## config.mk

```make
export PLATFORM = sky130hd
export DESIGN_NAME = dmem_arbiter
export DESIGN_NICKNAME = d
export VERILOG_FILES = /design/src/rtl/dmem_arb_pkg.sv /design/src/rtl/rr_arb2.sv /design/src/rtl/dmem_arbiter.sv
export SDC_FILE = /design/constraint.sdc
export NUM_CORES = 1
export LEC_CHECK = 0
export ABC_CLOCK_PERIOD_IN_PS = 4400
export BUFFER_PORTS_ARGS = -buffer_cell sky130_fd_sc_hd__buf_4
export CORE_AREA = 2 2 127 129
export CTS_CLUSTER_SIZE = 8
export DETAILED_ROUTE_END_ITERATION = 7
export DIE_AREA = 0 0 129 131
export PLACE_DENSITY = 0.72
export REMOVE_ABC_BUFFERS = 1
export SKIP_CTS_REPAIR_TIMING = 1
export SLEW_MARGIN = 20
export SYNTH_ARGS = -nofsm -noshare
export SYNTH_HDL_FRONTEND = slang
export SYNTH_HIERARCHICAL = 1
export SYNTH_SLANG_ARGS = --single-unit
```

## constraint.sdc

```tcl
create_clock -name clk -period 4.4 [get_ports clk]
set_clock_uncertainty 0.2 [all_clocks]
set_input_delay 0.44 -clock clk [delete_from_list [all_inputs] [get_ports clk]]
set_output_delay 0.44 -clock clk [all_outputs]
set_load 0.01 [all_outputs]
```

## src/rtl/dmem_arb_pkg.sv

```systemverilog
// Shared types and defaults for the Data_Memory arbiter.
package dmem_arb_pkg;

  localparam int unsigned DEF_ACC_CYCLES  = 2;
  localparam int unsigned DEF_DEPTH_WORDS = 256;
  localparam int unsigned DATA_W          = 32;
  localparam int unsigned ADDR_W          = 32;

  typedef enum logic [1:0] {
    IDLE   = 2'd0,
    ACCESS = 2'd1,
    RESP   = 2'd2
  } arb_state_e;

  typedef struct packed {
    logic              we;
    logic [ADDR_W-1:0] addr;
    logic [DATA_W-1:0] wdata;
  } mem_req_t;

  // Byte address lies inside a memory of depth_words 32-bit words.
  function automatic logic addr_in_range(input logic [ADDR_W-1:0] addr,
                                         input int unsigned depth_words);
    return {2'b00, addr} < (34'(depth_words) << 2);
  endfunction

endpackage

```

## src/rtl/rr_arb2.sv

```systemverilog
// Two-input round-robin picker; on a tie the port that did not win last time is chosen.
module rr_arb2 (
  input  logic req0,
  input  logic req1,
  input  logic last_grant,
  output logic gnt,
  output logic valid
);

  always_comb begin
    valid = req0 | req1;
    gnt   = 1'b0;
    if (req0 && req1) begin
      gnt = ~last_grant;
    end else if (req1) begin
      gnt = 1'b1;
    end
  end

endmodule

```

## src/rtl/dmem_arbiter.sv

```systemverilog
// Round-robin arbiter sharing the single-port Data_Memory between the MEM stage (port 0)
// and the debug loader (port 1); each access holds its strobe for ACC_CYCLES cycles.
module dmem_arbiter
  import dmem_arb_pkg::*;
#(
  parameter int unsigned ACC_CYCLES  = DEF_ACC_CYCLES,
  parameter int unsigned DEPTH_WORDS = DEF_DEPTH_WORDS
) (
  input  logic              clk,
  input  logic              rst,
  input  logic              m0_req,
  input  logic              m0_we,
  input  logic [ADDR_W-1:0] m0_addr,
  input  logic [DATA_W-1:0] m0_wdata,
  output logic              m0_ack,
  output logic              m0_err,
  output logic [DATA_W-1:0] m0_rdata,
  input  logic              m1_req,
  input  logic              m1_we,
  input  logic [ADDR_W-1:0] m1_addr,
  input  logic [DATA_W-1:0] m1_wdata,
  output logic              m1_ack,
  output logic              m1_err,
  output logic [DATA_W-1:0] m1_rdata,
  output logic [ADDR_W-1:0] mem_address,
  output logic [DATA_W-1:0] mem_writedata,
  output logic              mem_memwrite,
  output logic              mem_memread,
  input  logic [DATA_W-1:0] mem_readdata
);

  localparam int unsigned CNT_W = (ACC_CYCLES > 1) ? $clog2(ACC_CYCLES) : 1;

  arb_state_e              state_q, state_d;
  logic [CNT_W-1:0]        cnt_q, cnt_d;
  logic                    last_grant_q, last_grant_d;
  logic                    gnt_q, gnt_d;
  mem_req_t                cur_q, cur_d;
  logic                    rd_q, rd_d;
  logic                    wr_q, wr_d;
  logic [1:0]              ack_q, ack_d;
  logic [1:0]              err_q, err_d;
  logic [1:0][DATA_W-1:0]  rdata_q, rdata_d;

  logic     arb_gnt;
  logic     arb_valid;
  mem_req_t sel_req;

  rr_arb2 u_rr_arb2 (
    .req0       (m0_req),
    .req1       (m1_req),
    .last_grant (last_grant_q),
    .gnt        (arb_gnt),
    .valid      (arb_valid)
  );

  assign sel_req = arb_gnt ? '{we: m1_we, addr: m1_addr, wdata: m1_wdata}
                           : '{we: m0_we, addr: m0_addr, wdata: m0_wdata};

  // Next-state and next-output logic; every output is registered below.
  always_comb begin
    state_d      = state_q;
    cnt_d        = cnt_q;
    last_grant_d = last_grant_q;
    gnt_d        = gnt_q;
    cur_d        = cur_q;
    rd_d         = 1'b0;
    wr_d         = 1'b0;
    ack_d        = 2'b00;
    err_d        = 2'b00;
    rdata_d      = rdata_q;

    unique case (state_q)
      IDLE: begin
        if (arb_valid) begin
          gnt_d        = arb_gnt;
          last_grant_d = arb_gnt;
          cur_d        = sel_req;
          if (!addr_in_range(sel_req.addr, DEPTH_WORDS)) begin
            state_d        = RESP;
            ack_d[arb_gnt] = 1'b1;
            err_d[arb_gnt] = 1'b1;
          end else begin
            state_d = ACCESS;
            cnt_d   = CNT_W'(ACC_CYCLES - 1);
            rd_d    = ~sel_req.we;
            wr_d    = sel_req.we;
          end
        end
      end
      ACCESS: begin
        if (cnt_q == '0) begin
          state_d      = RESP;
          ack_d[gnt_q] = 1'b1;
          if (!cur_q.we) begin
            rdata_d[gnt_q] = mem_readdata;
          end
        end else begin
          cnt_d = cnt_q - 1'b1;
          rd_d  = ~cur_q.we;
          wr_d  = cur_q.we;
        end
      end
      RESP: begin
        state_d = IDLE;
      end
      default: begin
        state_d = IDLE;
      end
    endcase
  end

  always_ff @(posedge clk) begin
    if (rst) begin
      state_q      <= IDLE;
      cnt_q        <= '0;
      last_grant_q <= 1'b1;
      gnt_q        <= 1'b0;
      cur_q        <= '0;
      rd_q         <= 1'b0;
      wr_q         <= 1'b0;
      ack_q        <= 2'b00;
      err_q        <= 2'b00;
      rdata_q      <= '0;
    end else begin
      state_q      <= state_d;
      cnt_q        <= cnt_d;
      last_grant_q <= last_grant_d;
      gnt_q        <= gnt_d;
      cur_q        <= cur_d;
      rd_q         <= rd_d;
      wr_q         <= wr_d;
      ack_q        <= ack_d;
      err_q        <= err_d;
      rdata_q      <= rdata_d;
    end
  end

  assign m0_ack        = ack_q[0];
  assign m1_ack        = ack_q[1];
  assign m0_err        = err_q[0];
  assign m1_err        = err_q[1];
  assign m0_rdata      = rdata_q[0];
  assign m1_rdata      = rdata_q[1];
  assign mem_address   = cur_q.addr;
  assign mem_writedata = cur_q.wdata;
  assign mem_memread   = rd_q;
  assign mem_memwrite  = wr_q;

endmodule
```

-- Yosys cells after proc, flatten, opt, wreduce, memory -nomap -nowiden
Cells that the tools add are included.
- register bits: 140
- input port bits: 166
- output and inout bits: 134
- logic and storage cells: 69
- add/subtract/negate cells: 1
- order comparisons: 5
- eq/ne operators: 4
- muxes and demuxes: 30
- bitwise gates (word level): 6
- reductions and logical operators: 10
- operators by type and width (cell ; count):
    65-bit 2-to-1 mux ; 1
    64-bit bitwise mux ; 1
    32-bit demux with 1-bit select ; 1
    32-bit by 11-bit < comparator with 1-bit output, second input constant ; 1
    32-bit 2-to-1 mux ; 1
    1-bit 2-to-1 mux ; 13
    2-bit 2-to-1 mux ; 6
    2-bit case mux with 2 select lines ; 2
    2-bit != test, second input constant ; 3
    1-bit case mux with 2 select lines ; 3
    3-bit AND reduction ; 2
    1-bit NOT ; 5
    1-bit by 2-bit < comparator with 1-bit output, second input constant ; 2
    2-bit AND reduction ; 2
    1-bit logical AND ; 3
    1-bit demux with 1-bit select ; 2
    2-bit by 1-bit equality test with 1-bit output, second input constant ; 1
    1-bit greater-or-equal comparator, second input constant ; 2
    2-bit logical NOT ; 1
    2-bit nonzero test ; 1
    2-bit OR reduction ; 1
    1-bit OR ; 1
    1-bit subtractor, second input constant ; 1

-- Longest topological paths before layout
- word-level depth: 9
- mapped depth: 6
- depth with buffers taken out: 5

-- Hierarchy
The synthesis kept the hierarchy.
- by module, submodules not included (module ; times used ; cells each ; area each (µm²) ; seq. area each (µm²)):
    dmem_arbiter ; 1 ; 699 ; 6049.6 ; 2802.7
    rr_arb2 ; 1 ; 2 ; 13.8 ; 0.0

-- Worst setup path before layout
No wires, ideal clock.
- path type: input to register
- start: in m1_req
- end: reg state_q[1]
- setup time: 0.162 ns
- arrival: 1.643 ns
- required time: 4.038 ns
- slack: 2.395 ns
- cell stages on the path: 5
- path buffers: 1
- path through: a21boi_1 buf_2 nand3_1 a222oi_1 a21boi_0
- cells in the longest elaborated chain, start to end: 7
- elaborated cells between the ends (all ways): 11
- those cells by class: order compare (1); eq/ne (1); mux (6); bitwise (1); reduce/logical (2)
- RTL lines (element ; RTL line ; RTL):
    from (decl) ; dmem_arbiter.sv:18 ; input logic m1_req,
    1-bit 2-to-1 mux / 1-bit logical AND (equally long branches) ; rr_arb2.sv:15, rr_arb2.sv:13 ;
    1-bit 2-to-1 mux ; rr_arb2.sv:13 ; if (req0 && req1) begin
    65-bit 2-to-1 mux ; dmem_arbiter.sv:57 ; assign sel_req = arb_gnt ? '{we: m1_we, addr: m1_addr, wdata: m1_wdata}
    32-bit by 11-bit < comparator with 1-bit output ; dmem_arb_pkg.sv:24 ; return {2'b00, addr} < (34'(depth_words) << 2);
    2-bit 2-to-1 mux ; dmem_arbiter.sv:79 ; if (!addr_in_range(sel_req.addr, DEPTH_WORDS)) begin
    2-bit 2-to-1 mux ; dmem_arbiter.sv:75 ; if (arb_valid) begin
    2-bit case mux with 2 select lines ; dmem_arbiter.sv:73 ; unique case (state_q)
    to (signal assigned) ; dmem_arbiter.sv:126 ; state_q <= state_d;
    to (decl) ; dmem_arbiter.sv:34 ; arb_state_e state_q, state_d;
Parallel ways exist; a longest one is shown, timed or not. The select of a mux whose other input is x is not followed.
A chain may end at the register's enable or synchronous reset.

-- Worst setup path in the final report
- start: reg state_q[1]
- end: reg rdata_q, in the netlist m1_rdata[11]
- cells in the longest elaborated chain, start to end: 2
- RTL lines (element ; RTL line ; RTL):
    2-bit by 1-bit equality test with 1-bit output ; dmem_arbiter.sv:73 ;
    3-bit AND reduction (no source line) ; n/a ;
    to (signal assigned) ; dmem_arbiter.sv:135 ; rdata_q <= rdata_d;
    to (decl) ; dmem_arbiter.sv:43 ; logic [1:0][DATA_W-1:0] rdata_q, rdata_d;
No other way between the ends.

==> impl_metrics.prom <==
# TYPE chip_impl_metric gauge
chip_impl_metric{name="power_frac_clock",unit="%"} 44.8
chip_impl_metric{name="timing_max_transition_violations_final",unit=""} 0
chip_impl_metric{name="vias",unit=""} 5480
chip_impl_metric{name="final.min_clock_period",unit="ps"} 2159
chip_impl_metric{name="floorplan.die.height",unit="um"} 131
chip_impl_metric{name="maxClockFrequency",unit="MHz"} 463.2
chip_impl_info{name="status",value="complete, no violations"} 1
chip_impl_metric{name="path_clk_slew",unit="ps"} 60
chip_impl_metric{name="viasPerCell",unit=""} 4.807
chip_impl_metric{name="setup-violations-final",unit=""} 0
chip_impl_metric{name="syn_avg_cell_area",unit="um^2"} 8.650
chip_impl_metric{name="worstMarginPinSlew",unit="ps"} 763.5
chip_impl_metric{name="gpl.final_weighted_congestion",unit=""} 0.7565
chip_impl_info{name="ctsRootBufferMaster",value="sky130_fd_sc_hd__clkbuf_16"} 1
chip_impl_metric{name="yosys_warning_total",unit=""} 6
chip_impl_metric{name="grt.overflow.total",unit=""} 0
chip_impl_metric{name="placed_instances",unit=""} 1108
chip_impl_metric{name="fp-row-count",unit=""} 46
chip_impl_metric{name="maxCapViolations",unit=""} 0
chip_impl_metric{name="fp.dieW",unit="um"} 129
chip_impl_metric{name="crit_arrival",unit="ps"} 2290
chip_impl_metric{name="post_synth_inst_count",unit=""} 701
chip_impl_metric{name="start_util",unit="%"} 38.87
chip_impl_metric{name="worst_ep_required_time",unit="ps"} 4530
chip_impl_metric{name="numCtsBuffers",unit=""} 17
chip_impl_metric{name="htree_levels",unit=""} 4
chip_impl_metric{name="postRouteWirelength",unit="um"} 17020
chip_impl_metric{name="fin_ws",unit="ps"} 2241
chip_impl_metric{name="p_sw_share",unit="%"} 23.40
chip_impl_info{name="rsz0062_at_grt",value="no"} 1
chip_impl_metric{name="clockBufferDepth",unit=""} 2
chip_impl_metric{name="grt_first_pass_wirelength",unit="um"} 25960
chip_impl_metric{name="power_switching",unit="uW"} 782.6
chip_impl_metric{name="antenna-diode-count",unit=""} 0
chip_impl_metric{name="layout-drive-gt1-share",unit="%"} 37.55
chip_impl_metric{name="drt_iter0_markers",unit=""} 184
chip_impl_metric{name="pin_count",unit=""} 300
chip_impl_metric{name="preCtsSetupSlack",unit="ps"} 1614
chip_impl_metric{name="avgRoutedWirePerCell",unit="um"} 14.93
chip_impl_metric{name="crit_share_post_route",unit="%"} 49.06
chip_impl_metric{name="grt_max_degree",unit=""} 117
chip_impl_metric{name="post-route-drc-count",unit=""} 0
chip_impl_info{name="worst_setup_path_end_kind",value="flip-flop"} 1
chip_impl_metric{name="antenna_found_initial",unit=""} 0
chip_impl_metric{name="final_stage_net_count",unit=""} 1078
chip_impl_metric{name="synth.lib_cells_used.distinct",unit=""} 33
chip_impl_info{name="critical_path_class",value="flip-flop to flip-flop"} 1
chip_impl_metric{name="syn_to_final_growth",unit="%"} 42.36
chip_impl_metric{name="intPower",unit="uW"} 2561
chip_impl_metric{name="coreArea",unit="mm^2"} 0.01560
chip_impl_metric{name="worst_vdd_ir",unit="V"} 0.0002538
chip_impl_metric{name="first_pass_iters",unit=""} 4
chip_impl_metric{name="final_cell_area",unit="mm^2"} 0.008632
chip_impl_info{name="min_path_type",value="input port to flip-flop"} 1
chip_impl_metric{name="power.combinational.fraction",unit="%"} 14.2
chip_impl_metric{name="syn_area",unit="mm^2"} 0.006063
chip_impl_metric{name="vias_in_the_first_global_route",unit=""} 5136
chip_impl_metric{name="placed_area",unit="mm^2"} 0.008001
chip_impl_metric{name="stdcell_count",unit=""} 1140
chip_impl_metric{name="finalHoldViolations",unit=""} 0
chip_impl_metric{name="share_seq_of_total_power",unit="%"} 40.9
chip_impl_metric{name="synth.yosys.seq_area_share",unit="%"} 46.22
chip_impl_info{name="final_cell_mix",value="sky130_fd_sc_hd__buf_4, sky130_fd_sc_hd__dfxtp_1, sky130_fd_sc_hd__nand2_1, sky130_fd_sc_hd__nor2_1, sky130_fd_sc_hd__a21oi_1"} 1
chip_impl_metric{name="placement.io_buffers",unit=""} 299
chip_impl_metric{name="nFillCells",unit=""} 1493
chip_impl_metric{name="clk-insertion-delay-late",unit="ps"} 410
chip_impl_metric{name="all_layer_global_routing_usage",unit="%"} 19.80
chip_impl_metric{name="final_antenna_net_count",unit=""} 0
chip_impl_info{name="layout.cells.most_common",value="sky130_fd_sc_hd__buf_4"} 1
chip_impl_metric{name="postSynthRegisterBits",unit=""} 140
chip_impl_metric{name="dieArea",unit="mm^2"} 0.01690
chip_impl_info{name="worstSetupStartpointType",value="flip-flop"} 1
chip_impl_metric{name="clock-sinks",unit=""} 140
chip_impl_metric{name="dp_hpwl",unit="um"} 12740
chip_impl_info{name="tritoncts",value="done"} 1
chip_impl_metric{name="pwr_density_cell",unit="mW/mm^2"} 387.4
chip_impl_metric{name="cp_max_fo",unit=""} 18
chip_impl_metric{name="power.leakage",unit="uW"} 0.003733
chip_impl_metric{name="slew_headroom",unit="%"} 49.10
[per-stage QoR]
stage	total power, uW	setup TNS (ps)	hold slack [ps]	util, %
6_report	3344	0	80.67	55.34
3_3_place_gp	1874	0	242.1	51.30
3_5_place_dp	1881	0	246.7	51.30
5_1_grt	3479	0	79.47	55.34
4_1_cts	3387	0	59.86	55.31
2_1_floorplan	1612	-141980	230.7	-
[flip-flops by register name (all words and copies together), names as in the netlist]
| name | flops |
|---|---|
| gnt_q | 1 |
| last_grant_q | 1 |
| mem_memwrite | 1 |
| m1_rdata | 32 |
| m0_rdata | 32 |
| mem_writedata | 32 |
| err_q | 2 |
| state_q | 2 |
| cur_q | 1 |
| ack_q | 2 |
| mem_address | 32 |
| mem_memread | 1 |
| cnt_q | 1 |
[metal layers]
metal  part of all wire, %  vias up  routed length [um]  track usage (%)
li1                      -     2775                   -                -
met1                    40     2478                6869            23.14
met2                    50      212                8457            34.42
met3                   8.7       15                1477            6.311
met4                   1.3        0                 214            6.777
met5                     0        -                   0                0
[critical path: stages (launching register included)]
cell and delay (ps):
sky130_fd_sc_hd__dfxtp_1 380, sky130_fd_sc_hd__nand4bb_1 320, sky130_fd_sc_hd__nor2_2 590, sky130_fd_sc_hd__buf_4 360
sky130_fd_sc_hd__nand2_1 90, sky130_fd_sc_hd__a21oi_1 140
[layout make-up]
type | instances | area (um^2) | area share, %
clock inverter | 10 | 165.2 | 1.913
multi-input combinational | 445 | 2603 | 30.15
tap | 216 | 270.3 | 3.131
clock buffer | 21 | 460.4 | 5.334
timing repair buffer | 307 | 2327 | 26.96
sequential | 140 | 2803 | 32.47
inverter | 1 | 3.754 | 0.04348
[synth_stat cells]
library cell,number,area share [%]
sky130_fd_sc_hd__nand3b_1,3,0.37
sky130_fd_sc_hd__a21boi_1,1,0.12
sky130_fd_sc_hd__or2_1,1,0.10
sky130_fd_sc_hd__nor2_1,71,4.4
sky130_fd_sc_hd__buf_4,64,7.9
sky130_fd_sc_hd__nor2b_1,1,0.10
sky130_fd_sc_hd__clkbuf_1,40,2.5
sky130_fd_sc_hd__inv_1,1,0.062
sky130_fd_sc_hd__a222oi_1,1,0.17
sky130_fd_sc_hd__a21oi_1,68,5.6
sky130_fd_sc_hd__or3b_2,1,0.14
sky130_fd_sc_hd__a31o_1,1,0.14
sky130_fd_sc_hd__nor3b_2,1,0.21
sky130_fd_sc_hd__or4_1,2,0.25
sky130_fd_sc_hd__a21boi_0,2,0.25
sky130_fd_sc_hd__dfxtp_1,140,46
sky130_fd_sc_hd__nor4_1,7,0.72
sky130_fd_sc_hd__nand3_1,3,0.25
sky130_fd_sc_hd__buf_1,2,0.12
sky130_fd_sc_hd__nand2b_1,4,0.41
sky130_fd_sc_hd__a211o_1,1,0.14
sky130_fd_sc_hd__a32o_1,1,0.17
sky130_fd_sc_hd__nand4bb_1,1,0.19
sky130_fd_sc_hd__mux2i_1,65,11
sky130_fd_sc_hd__nand4_1,1,0.10
sky130_fd_sc_hd__nor3_1,3,0.25
sky130_fd_sc_hd__nand2_1,133,8.2
sky130_fd_sc_hd__o31ai_1,1,0.12
sky130_fd_sc_hd__buf_2,9,0.74
sky130_fd_sc_hd__a21o_2,2,0.29
sky130_fd_sc_hd__nor4_2,4,0.83
sky130_fd_sc_hd__a211oi_1,65,8.0
sky130_fd_sc_hd__or2_2,1,0.10
[worst paths after layout]
check / startpoint / end / slack (ps) / depth (start not counted)
worst min-delay path: mem_readdata[8] / m0_rdata[8] / 80 / 3
worst max register to register: state_q[1] / m1_rdata[11] / 2240 / 5
worst min register to register: m0_rdata[8] / m0_rdata[8] / 250 / 2
worst max-delay path: state_q[1] / m1_rdata[11] / 2240 / 5
[power groups by stage]
| stage | Sequential, uW | Clock (uW) | Combinational, uW |
|---|---|---|---|
| global placement | 1390 | 0 | 481 |
| CTS | 1370 | 1530 | 485 |
| global route | 1380 | 1580 | 521 |
| floorplan | 1420 | 0 | 191 |
| finish | 1370 | 1500 | 476 |
| detailed placement | 1400 | 0 | 484 |
[kinds of logic after synthesis]
logic type | count (synthesis) | share of synthesized area (%)
AND/OR/NAND/NOR | 237 | 16.65
AO/OA/AOI/OAI | 143 | 15.06
flip-flops | 140 | 46.22
buffers and inverters | 116 | 11.33
multiplexers | 65 | 10.73
No activity file was read; power rests on OpenSTA's default activity.
